`config.mk`:
```
export PLATFORM = sky130hd
export DESIGN_NAME = counter_scheduler_flat
export DESIGN_NICKNAME = d
export VERILOG_FILES = /design/src/rtl/counter_scheduler_if.sv /design/src/rtl/counter_scheduler.sv /design/src/flat_wrapper.sv
export SDC_FILE = /design/constraint.sdc
export NUM_CORES = 1
export LEC_CHECK = 0
export BUFFER_PORTS_ARGS = -buffer_cell sky130_fd_sc_hd__buf_2
export CAP_MARGIN = 10
export CORE_ASPECT_RATIO = 0.75
export CORE_UTILIZATION = 45
export DETAILED_ROUTE_END_ITERATION = 7
export PLACE_DENSITY = 0.72
export SYNTH_ARGS = -nofsm -noshare
export SYNTH_HDL_FRONTEND = slang
export SYNTH_SLANG_ARGS = --single-unit
```
`constraint.sdc`:
```
create_clock -name clock -period 2.9 [get_ports clock]
set_input_delay 0.29 -clock clock [delete_from_list [all_inputs] [get_ports clock]]
set_output_delay 0.29 -clock clock [all_outputs]
set_load 0.01 [all_outputs]
```
`src/rtl/counter_scheduler_if.sv`:
```
// Request/grant bundle between the requesting blocks and counter_scheduler.
// The master side raises requests; the slave side (the scheduler) answers.
interface counter_scheduler_if #(
  parameter int N_REQ = 4,
  parameter int BITS  = 8
);
  logic [N_REQ-1:0]      req;
  logic [N_REQ*BITS-1:0] duration;
  logic [N_REQ-1:0]      grant;
  logic [N_REQ-1:0]      done;
  logic                  busy;
  logic [BITS-1:0]       count;

  modport master (
    output req, duration,
    input  grant, done, busy, count
  );

  modport slave (
    input  req, duration,
    output grant, done, busy, count
  );
endinterface

```
`src/rtl/counter_scheduler.sv`:
```
// Round-robin time-sharing of one up-counter between N_REQ requesters.
// Each grant runs the counter 0..duration, then pulses done for one cycle.
module counter_scheduler #(
  parameter int N_REQ = 4,
  parameter int BITS  = 8
) (
  input  logic                clock,
  input  logic                reset_n,
  counter_scheduler_if.slave  bus
);
  localparam int LW = (N_REQ > 1) ? $clog2(N_REQ) : 1;

  typedef enum logic [1:0] {IDLE, RUN, DONE} state_t;

  state_t           state, state_nxt;
  logic [LW-1:0]    last, last_nxt, pick;
  logic [BITS-1:0]  dur_q, dur_nxt;
  logic [BITS-1:0]  count_q, count_nxt;
  logic [N_REQ-1:0] grant_q, grant_nxt;
  logic [N_REQ-1:0] done_q, done_nxt;
  logic             busy_q;

  // Scan from last+N down to last+1 so the nearest requester after last wins.
  function automatic logic [LW-1:0] rr_pick(input logic [N_REQ-1:0] r,
                                            input logic [LW-1:0]    lst);
    logic [LW-1:0] p;
    int            idx;
    p = lst;
    for (int k = N_REQ; k >= 1; k--) begin
      idx = (int'(lst) + k) % N_REQ;
      if (r[idx]) p = LW'(idx);
    end
    return p;
  endfunction

  always_comb pick = rr_pick(bus.req, last);

  always_comb begin
    state_nxt = state;
    last_nxt  = last;
    dur_nxt   = dur_q;
    count_nxt = count_q;
    grant_nxt = '0;
    done_nxt  = '0;
    case (state)
      IDLE: begin
        if (|bus.req) begin
          state_nxt       = RUN;
          grant_nxt[pick] = 1'b1;
          count_nxt       = '0;
          dur_nxt         = bus.duration[int'(pick)*BITS +: BITS];
          last_nxt        = pick;
        end
      end
      RUN: begin
        // The owner is always `last`; dropping its req aborts without done.
        if (!bus.req[last]) begin
          state_nxt = IDLE;
        end else if (count_q == dur_q) begin
          state_nxt      = DONE;
          done_nxt[last] = 1'b1;
        end else begin
          count_nxt       = count_q + 1'b1;
          grant_nxt[last] = 1'b1;
        end
      end
      DONE: state_nxt = IDLE;
      default: state_nxt = IDLE;
    endcase
  end

  // Registered state and outputs
  always_ff @(posedge clock or negedge reset_n) begin
    if (!reset_n) begin
      state   <= IDLE;
      last    <= LW'(N_REQ - 1);
      dur_q   <= '0;
      count_q <= '0;
      grant_q <= '0;
      done_q  <= '0;
      busy_q  <= 1'b0;
    end else begin
      state   <= state_nxt;
      last    <= last_nxt;
      dur_q   <= dur_nxt;
      count_q <= count_nxt;
      grant_q <= grant_nxt;
      done_q  <= done_nxt;
      busy_q  <= (state_nxt != IDLE);
    end
  end

  assign bus.grant = grant_q;
  assign bus.done  = done_q;
  assign bus.busy  = busy_q;
  assign bus.count = count_q;
endmodule

```
`src/flat_wrapper.sv`:
```
// flat-port wrapper written by rule: the top's interface ports become plain ports
module counter_scheduler_flat 
#(
  parameter int N_REQ = 4,
  parameter int BITS  = 8
)
  (clock, reset_n, bus_req, bus_duration, bus_grant, bus_done, bus_busy, bus_count);
  counter_scheduler_if #(.N_REQ(N_REQ), .BITS(BITS)) bus_i ();
  input  logic clock;
  input  logic reset_n;
  input wire logic [$bits(bus_i.req)-1:0] bus_req;
  input wire logic [$bits(bus_i.duration)-1:0] bus_duration;
  output wire logic [$bits(bus_i.grant)-1:0] bus_grant;
  output wire logic [$bits(bus_i.done)-1:0] bus_done;
  output wire logic [$bits(bus_i.busy)-1:0] bus_busy;
  output wire logic [$bits(bus_i.count)-1:0] bus_count;
  assign bus_i.req = bus_req;
  assign bus_i.duration = bus_duration;
  assign bus_grant = bus_i.grant;
  assign bus_done = bus_i.done;
  assign bus_busy = bus_i.busy;
  assign bus_count = bus_i.count;
  counter_scheduler #(.N_REQ(N_REQ), .BITS(BITS)) u_core (.clock(clock), .reset_n(reset_n), .bus(bus_i));
endmodule
```
==> results of run 1 <==
[cell usage after synthesis]
library cell / number
inv_1: 4
o21ai_0: 10
xor2_1: 12
or3_1: 1
and3_1: 2
nor3b_1: 1
nor2_1: 6
nand4_1: 4
buf_6: 3
nor2b_4: 1
mux2i_1: 19
a221oi_2: 1
nor4_1: 3
a21oi_1: 2
nand2b_1: 3
nand2_1: 23
a31oi_2: 1
a32o_1: 2
buf_4: 2
nand3_1: 4
a31oi_1: 1
ha_1: 5
dfrtp_1: 27
a211oi_1: 1
nand3b_1: 1
dfstp_2: 2
nor2b_1: 1
a211o_1: 2
mux4_2: 1
nor3_1: 2
o221ai_1: 8
clkbuf_1: 2
a21oi_2: 1
and2_1: 4
[flip-flops by register name (all words and copies together), names as in the netlist]
register          flops
u_core.state          2
u_core.dur_q          8
u_core.bus.count      8
u_core.bus.grant      4
u_core.last           2
u_core.bus.busy       1
u_core.bus.done       4
[through the flow]
stage	instances	setup WS [ns]	area, um2
floorplan	162	0.554	1680
global placement	260	0.377	1960
detailed placement	260	0.349	1960
CTS	268	0.317	2050
global route	269	0.133	2050
finish	269	0.320	2050
[cell type report]
class	instances	area [um2]
Sequential cell	29	728
Fill cell	324	1370
Clock buffer	5	68.8
Inverter	4	15.0
Multi-Input combinational cell	122	878
Timing Repair Buffer	56	283
Tap cell	50	62.6
Clock inverter	3	17.5
[routing by layer]
layer	vias to the layer above	wire length (um)
met5	-	0
met4	0	41
met3	7	308
met2	69	1430
met1	620	1850
li1	701	-
[cells by family after synthesis]
family          synth area share [%]
simple gates                    16.7
compound gates                  13.0
flops                           43.4
mux                             12.7
xor+xnor                        6.26
buf+inv                         4.25
fa+ha+maj                       3.73
[final timing paths]
kind                                      endpoint  slack [ns]            start
worst max-delay path               u_core.dur_q[0]        0.32   u_core.last[0]
max in group asynchronous          u_core.dur_q[2]        2.48          reset_n
worst max register to register     u_core.dur_q[0]        0.32   u_core.last[0]
worst min-delay path            u_core.bus.done[1]        0.01          reset_n
min in group clock                 u_core.dur_q[7]        0.33  bus_duration[7]
worst min register to register     u_core.dur_q[4]        0.52  u_core.dur_q[4]
[report_power, final]
group	internal (mW)	switching (mW)	leakage [nW]
combinational	0.476	0.600	0.640
sequential	0.539	0.126	0.374
clock	0.165	0.159	0.0439
total	1.18	0.886	1.06
==> results.cfg, run 1 <==
[run_status]
status = completed

[logic_synthesis]
synth.largest_area_cell = dfrtp_1
synth_top_cell_area_share_pct = 40.3
seq_area_frac_synth_pct = 43.4
synth-seq-cells = 29
synth_warnings = 0
yosys-top-cells-area = dfrtp_1, mux2i_1, xor2_1
syn-cell-area_mm2 = 0.00168
synthCells = 162
syn-num-nets = 205
syn_area_per_cell_um2 = 10.4
synth_cell_types = 34

[hold_path]
hold_class = primary input to async pin

[sta]
hold_ws_ns = 0.0134
worst_slew_pin_slew_ns = 0.655
worst_clock_skew_ns = 0.00477
fin_setup_tns_ns = 0
fmax_ghz = 0.388
period_needed_ns = 2.58
final_max_slew_viol_count = 0
rsz0062_at_grt = no
final-setup-viol-count = 0
finalHoldViolCount = 0
period_share_pct = 89.0
slew_headroom_pct = 56.0

[cells_and_area]
mostFrequentLayoutCells = buf_2, dfrtp_1, nand2_1
nets = 261
mostFrequentLayoutCell = buf_2
finalCoreUtilization_pct = 60.0
drive_above_1_share_pct = 32.4
diodes = 0
areaGrowthSynthToFinish_pct = 22.4

[clock_network]
postCtsHoldBufs = 0
htreeDepth = 2
cts_buffers = 5
tritoncts = yes
cts.clk_slew.worst_paths_ns = 0.07
cts_buffer_depth = 2
cts_num_sinks = 29
ctsResizeCount = 0
insertion_delay_ns = 0.29
root_buffer = clkbuf_8
cts_setup_buffers = 0

[setup_path]
critical_path_depth = 8
cp_max_fo = 21
required_ns = 3.04
crit_chain = inv_1, ha_1, a211o_1, a221oi_2, a31oi_2, buf_4, mux2i_1, o221ai_1
crit_type = flop to flop
critical-path-top-delay-family = compound AO/OA/AOI/OAI gates
critPathCaptureType = flop
crit_slowest_cell = dfstp_2
cpPeakStageDelay_ns = 0.67
start_kind = flop
arrival_ns = 2.72
worstRegToRegCells = 8
worst-path-buf-inv = 2

[run]
max-cap-violations = 0

[global_routing]
grt_max_degree = 30
top_usage_layer = met1
use_met1_pct = 29.9
use_met2_pct = 26.8
antenna_found_initial = 0
grt_use_total_pct = 20.3
grt.overflow.total = 0
grt_pass1_wl_um = 5780
grt_util_met3_pct = 7.55
grt_pass1_vias = 1161

[floorplanning]
die_w_um = 72.5
io_pins = 55
die_h_um = 54.9
rows = 18
die_area_mm2 = 0.00398
start_util_pct = 49.0
core_mm2 = 0.00342

[route]
wl_per_cell_um = 13.5
ant_nets = 0
vias_per_cell = 5.19
drt_iter0_drc = 88
dr.pass1.iters = 4
drcViolationCount = 0
wl_um = 3630
vias = 1397

[placement]
dpl.hpwl_um = 2750
gp_congestion = 0.926
portBuffers = 54

[pwr]
powerDensity_mw_per_mm2 = 1010
leakagePower_nw = 1.06
vdd_drop_max_v = 0.000687
finalPower_mw = 2.07
No activity file was read; power rests on OpenSTA's default activity.
==> inputs of run 2 (changes only) <==
--- a/config.mk
+++ b/config.mk
@@ -8,9 +8,8 @@
 export BUFFER_PORTS_ARGS = -buffer_cell sky130_fd_sc_hd__buf_2
 export CAP_MARGIN = 10
 export CORE_ASPECT_RATIO = 0.75
-export CORE_UTILIZATION = 45
+export CORE_UTILIZATION = 30
 export DETAILED_ROUTE_END_ITERATION = 7
-export PLACE_DENSITY = 0.72
 export SYNTH_ARGS = -nofsm -noshare
 export SYNTH_HDL_FRONTEND = slang
 export SYNTH_SLANG_ARGS = --single-unit
==> results.cfg, run 2 (synthesized netlist as in run 1, its figures left out) <==
[clock_network]
cts_buffer_depth = 2
tritoncts = yes
cts_setup_buffers = 0
cts_num_sinks = 29
cts_buffers = 5
htreeDepth = 2
insertion_delay_ns = 0.28
ctsResizeCount = 0
root_buffer = clkbuf_8
cts.clk_slew.worst_paths_ns = 0.06
postCtsHoldBufs = 0

[cells_and_area]
drive_above_1_share_pct = 31.5
nets = 261
mostFrequentLayoutCells = buf_2, dfrtp_1, nand2_1
mostFrequentLayoutCell = buf_2
finalNonFillerCells = 294
nFillCells = 545
finalCoreUtilization_pct = 39.1
areaGrowthSynthToFinish_pct = 24.6
final_area_mm2 = 0.00209
diodes = 0

[sta]
fmax_ghz = 0.392
rsz0062_at_grt = no
slew_headroom_pct = 56.5
worst_slack_ns = 0.350
worst_clock_skew_ns = 0.00451
worst_slew_pin_slew_ns = 0.652
final_max_slew_viol_count = 0
fin_setup_tns_ns = 0
period_share_pct = 87.9
period_needed_ns = 2.55
finalHoldViolCount = 0
final-setup-viol-count = 0

[route]
vias = 1374
wl_per_cell_um = 13.0
dr.pass1.iters = 4
drcViolationCount = 0
vias_per_cell = 4.67
wl_um = 3810
drt_iter0_drc = 125
ant_nets = 0

[global_routing]
use_met2_pct = 19.0
grt.overflow.total = 0
antenna_found_initial = 0
grt_max_degree = 30
grt_util_met3_pct = 4.58
grt_pass1_vias = 1243
grt_use_total_pct = 14.3
grt_pass1_wl_um = 6180
top_usage_layer = met1
use_met1_pct = 21.6

[setup_path]
worstRegToRegCells = 8
reg2reg_to = u_core.dur_q[4]
timing.rr.start = u_core.last[0]
startpoint = u_core.last[0]
critPathCaptureType = flop
start_kind = flop
required_ns = 3.04
arrival_ns = 2.69
reg2reg_slack_ns = 0.35
crit_type = flop to flop
cp_max_fo = 21

[floorplanning]
die_w_um = 88.4
core_mm2 = 0.00535
rows = 23
io_pins = 55
start_util_pct = 31.3
die_h_um = 66.8
die_area_mm2 = 0.00590

[placement]
dpl.hpwl_um = 2900
dp.cells = 286
portBuffers = 54
place_ws_ns = 0.358
gp_congestion = 0.865
dpl-instance-area_mm2 = 0.00200

[pwr]
powerDensity_mw_per_mm2 = 993
leakagePower_nw = 1.06
vdd_drop_max_v = 0.000336

[run]
max-cap-violations = 0

[run_status]
status = completed

[hold_path]
hold_class = primary input to async pin
## run 2: cell count changes in the layout (fill, tap and decap cells not counted), sizes merged
cell,before,now
clkbuf,6,8
clkinv,2,0
buf,55,56
clkinvlp,1,0
## run 2: worst max-delay path by stage
stage	endpoint	slack (ns)	depth (start not counted)
floorplan	u_core.dur_q[0]	0.55	9
global placement	u_core.dur_q[4]	0.38	8
detailed placement	u_core.dur_q[4]	0.36	8
CTS	u_core.dur_q[4]	0.36	8
global route	u_core.dur_q[2]	0.15	8
finish	u_core.dur_q[4]	0.35	8
## run 2: final cells by class
type                       instances  area (um2)  area share, %
inverter                           4        15.0          0.718
clock buffer                       8        90.1           4.31
multi-input combinational        122         878           42.0
tap                               75        93.8           4.49
sequential                        29         728           34.8
timing repair buffer              56         285           13.6
## run 2: worst max-delay path, stage by stage (launching register included)
cell and delay [ns]:
dfstp_2 0.67, inv_1 0.11, ha_1 0.38, a211o_1 0.33
a221oi_2 0.28, a31oi_2 0.05, buf_4 0.24, mux2i_1 0.20
o221ai_1 0.14
## run 2: per-stage QoR
stage / hold slack, ns / total power, mW
6_report: 0.0378 / 2.08
5_1_grt: 0.0861 / 2.24
4_1_cts: 0.0613 / 2.09
3_5_place_dp: 0.358 / 1.75
3_3_place_gp: 0.356 / 1.75
2_1_floorplan: -0.00559 / 1.55
## run 2: power by group
group          switching (mW)  internal (mW)
logic                   0.594          0.479
registers               0.123          0.539
clock network           0.148          0.193
total                   0.865           1.21
## run 2: per-layer routing
layer,vias up,wire (um)
met4,0,48
met3,4,232
li1,700,-
met1,617,2020
met2,53,1510
met5,-,0
==> inputs of run 3 (changes only) <==
--- a/config.mk
+++ b/config.mk
@@ -5,7 +5,7 @@
 export SDC_FILE = /design/constraint.sdc
 export NUM_CORES = 1
 export LEC_CHECK = 0
-export BUFFER_PORTS_ARGS = -buffer_cell sky130_fd_sc_hd__buf_2
+export BUFFER_PORTS_ARGS = -buffer_cell sky130_fd_sc_hd__buf_4
 export CAP_MARGIN = 10
 export CORE_ASPECT_RATIO = 0.75
 export CORE_UTILIZATION = 30
==> constraint.sdc (replaced) <==
create_clock -name clock -period 2.6 [get_ports clock]
set_input_delay 0.26 -clock clock [delete_from_list [all_inputs] [get_ports clock]]
set_output_delay 0.26 -clock clock [all_outputs]
set_load 0.01 [all_outputs]
==> results.cfg, run 3 (synthesized netlist as in run 1, its figures left out) <==
[setup_path]
crit_type = flop to flop
worstRegToRegCells = 8
reg2reg_slack_ns = 0.24
timing.rr.start = u_core.last[0]
cp_max_fo = 21
required_ns = 2.74
arrival_ns = 2.50
start_kind = flop
reg2reg_to = u_core.dur_q[4]
critPathCaptureType = flop

[route]
vias = 1423
drt_iter0_drc = 94
wl_per_cell_um = 12.9
ant_nets = 0
dr.pass1.iters = 4
drcViolationCount = 0
vias_per_cell = 4.79
wl_um = 3840

[pwr]
finalPower_mw = 2.55
vdd_drop_max_v = 0.000423
powerDensity_mw_per_mm2 = 1110
leakagePower_nw = 1.13

[clock_network]
htreeDepth = 2
cts_num_sinks = 29
cts.clk_slew.worst_paths_ns = 0.06
root_buffer = clkbuf_8
cts_buffer_depth = 2
tritoncts = yes
insertion_delay_ns = 0.28
cts_buffers = 5

[placement]
dp.cells = 288
portBuffers = 54
gp_congestion = 0.720
dpl.hpwl_um = 2920
place_ws_ns = 0.238
dpl-instance-area_mm2 = 0.00215

[cells_and_area]
mostFrequentLayoutCells = buf_4, dfrtp_1, nand2_1
diodes = 0
nets = 264
finalNonFillerCells = 297
finalCoreUtilization_pct = 42.9
mostFrequentLayoutCell = buf_4
final_area_mm2 = 0.00229
areaGrowthSynthToFinish_pct = 36.8
drive_above_1_share_pct = 32.9

[hold_path]
hold_end = u_core.dur_q[7]
hold_class = primary input to flop
hold-path-cell-count = 3
worstHoldStart = bus_duration[7]

[sta]
finalHoldViolCount = 0
worst_clock_skew_ns = 0.00506
worst_slack_ns = 0.235
fmax_ghz = 0.423
worst_slew_pin_slew_ns = 0.605
rsz0062_at_grt = no
final_max_slew_viol_count = 0
period_needed_ns = 2.36
final-setup-viol-count = 0
slew_headroom_pct = 59.3
fin_setup_tns_ns = 0
hold_ws_ns = 0.298
period_share_pct = 91.0

[global_routing]
grt_pass1_vias = 1315
grt_use_total_pct = 14.2
grt.overflow.total = 0
grt_max_degree = 30
grt_pass1_wl_um = 6330
antenna_found_initial = 0

[floorplanning]
die_area_mm2 = 0.00590
io_pins = 55
core_mm2 = 0.00535
die_h_um = 66.8
die_w_um = 88.4
rows = 23
start_util_pct = 31.3

[run]
max-cap-violations = 0

[run_status]
status = completed
run 3: cell types whose count changed in the layout (fill, tap and decap cells not counted), sizes merged:
cell         delta
bufinv          +2
dlygate4sd3     +1
buf             +2
clkinv          +1
clkbuf          -3
run 3: area by class of cell:
type	instances	area (um2)
well taps	75	93.8
clock inverters	3	65.1
flip-flops and latches	29	728
repair buffers	59	445
clock buffers	5	68.8
inverters	4	15.0
fillers	542	3060
multi-input cells	122	878
run 3: critical path, cell delays in order, from the launching register on:
cell and delay (ns):
dfstp_2 0.52, inv_1 0.06, ha_1 0.37, a211o_1 0.33, a221oi_2 0.29, a31oi_2 0.06, buf_4 0.25, mux2i_1 0.21
o221ai_1 0.14
run 3: power breakdown:
group          total (mW)  internal (mW)  leakage (nW)  switching, mW
sequential          0.693          0.599         0.374         0.0933
clock               0.552          0.380        0.0681          0.171
combinational        1.30          0.590         0.689          0.715
total                2.55           1.57          1.13          0.979
run 3: repair_timing:
action	in CTS	in global routing
endpoints found under the hold margin	27	0
gates resized for setup	0	0
hold buffers	1	0
setup buffers	0	0
run 3: worst max path at each step:
| stage | from | end | cells past startpoint |
|---|---|---|---|
| 3_5_place_dp | u_core.last[0] | u_core.dur_q[4] | 8 |
| 2_1_floorplan | u_core.last[0] | u_core.dur_q[0] | 9 |
| 4_1_cts | u_core.last[0] | u_core.dur_q[4] | 8 |
| 5_1_grt | u_core.last[0] | u_core.dur_q[4] | 8 |
| 3_3_place_gp | u_core.last[0] | u_core.dur_q[4] | 8 |
| 6_report | u_core.last[0] | u_core.dur_q[4] | 8 |
run 3: per-layer routing:
layer,vias to the layer above,global-route usage (%),share of wire [%]
met5,-,0,0
met4,0,4.23,1.2
met3,5,3.72,7.5
met2,60,19.5,41
met1,654,21.4,51
li1,704,-,-
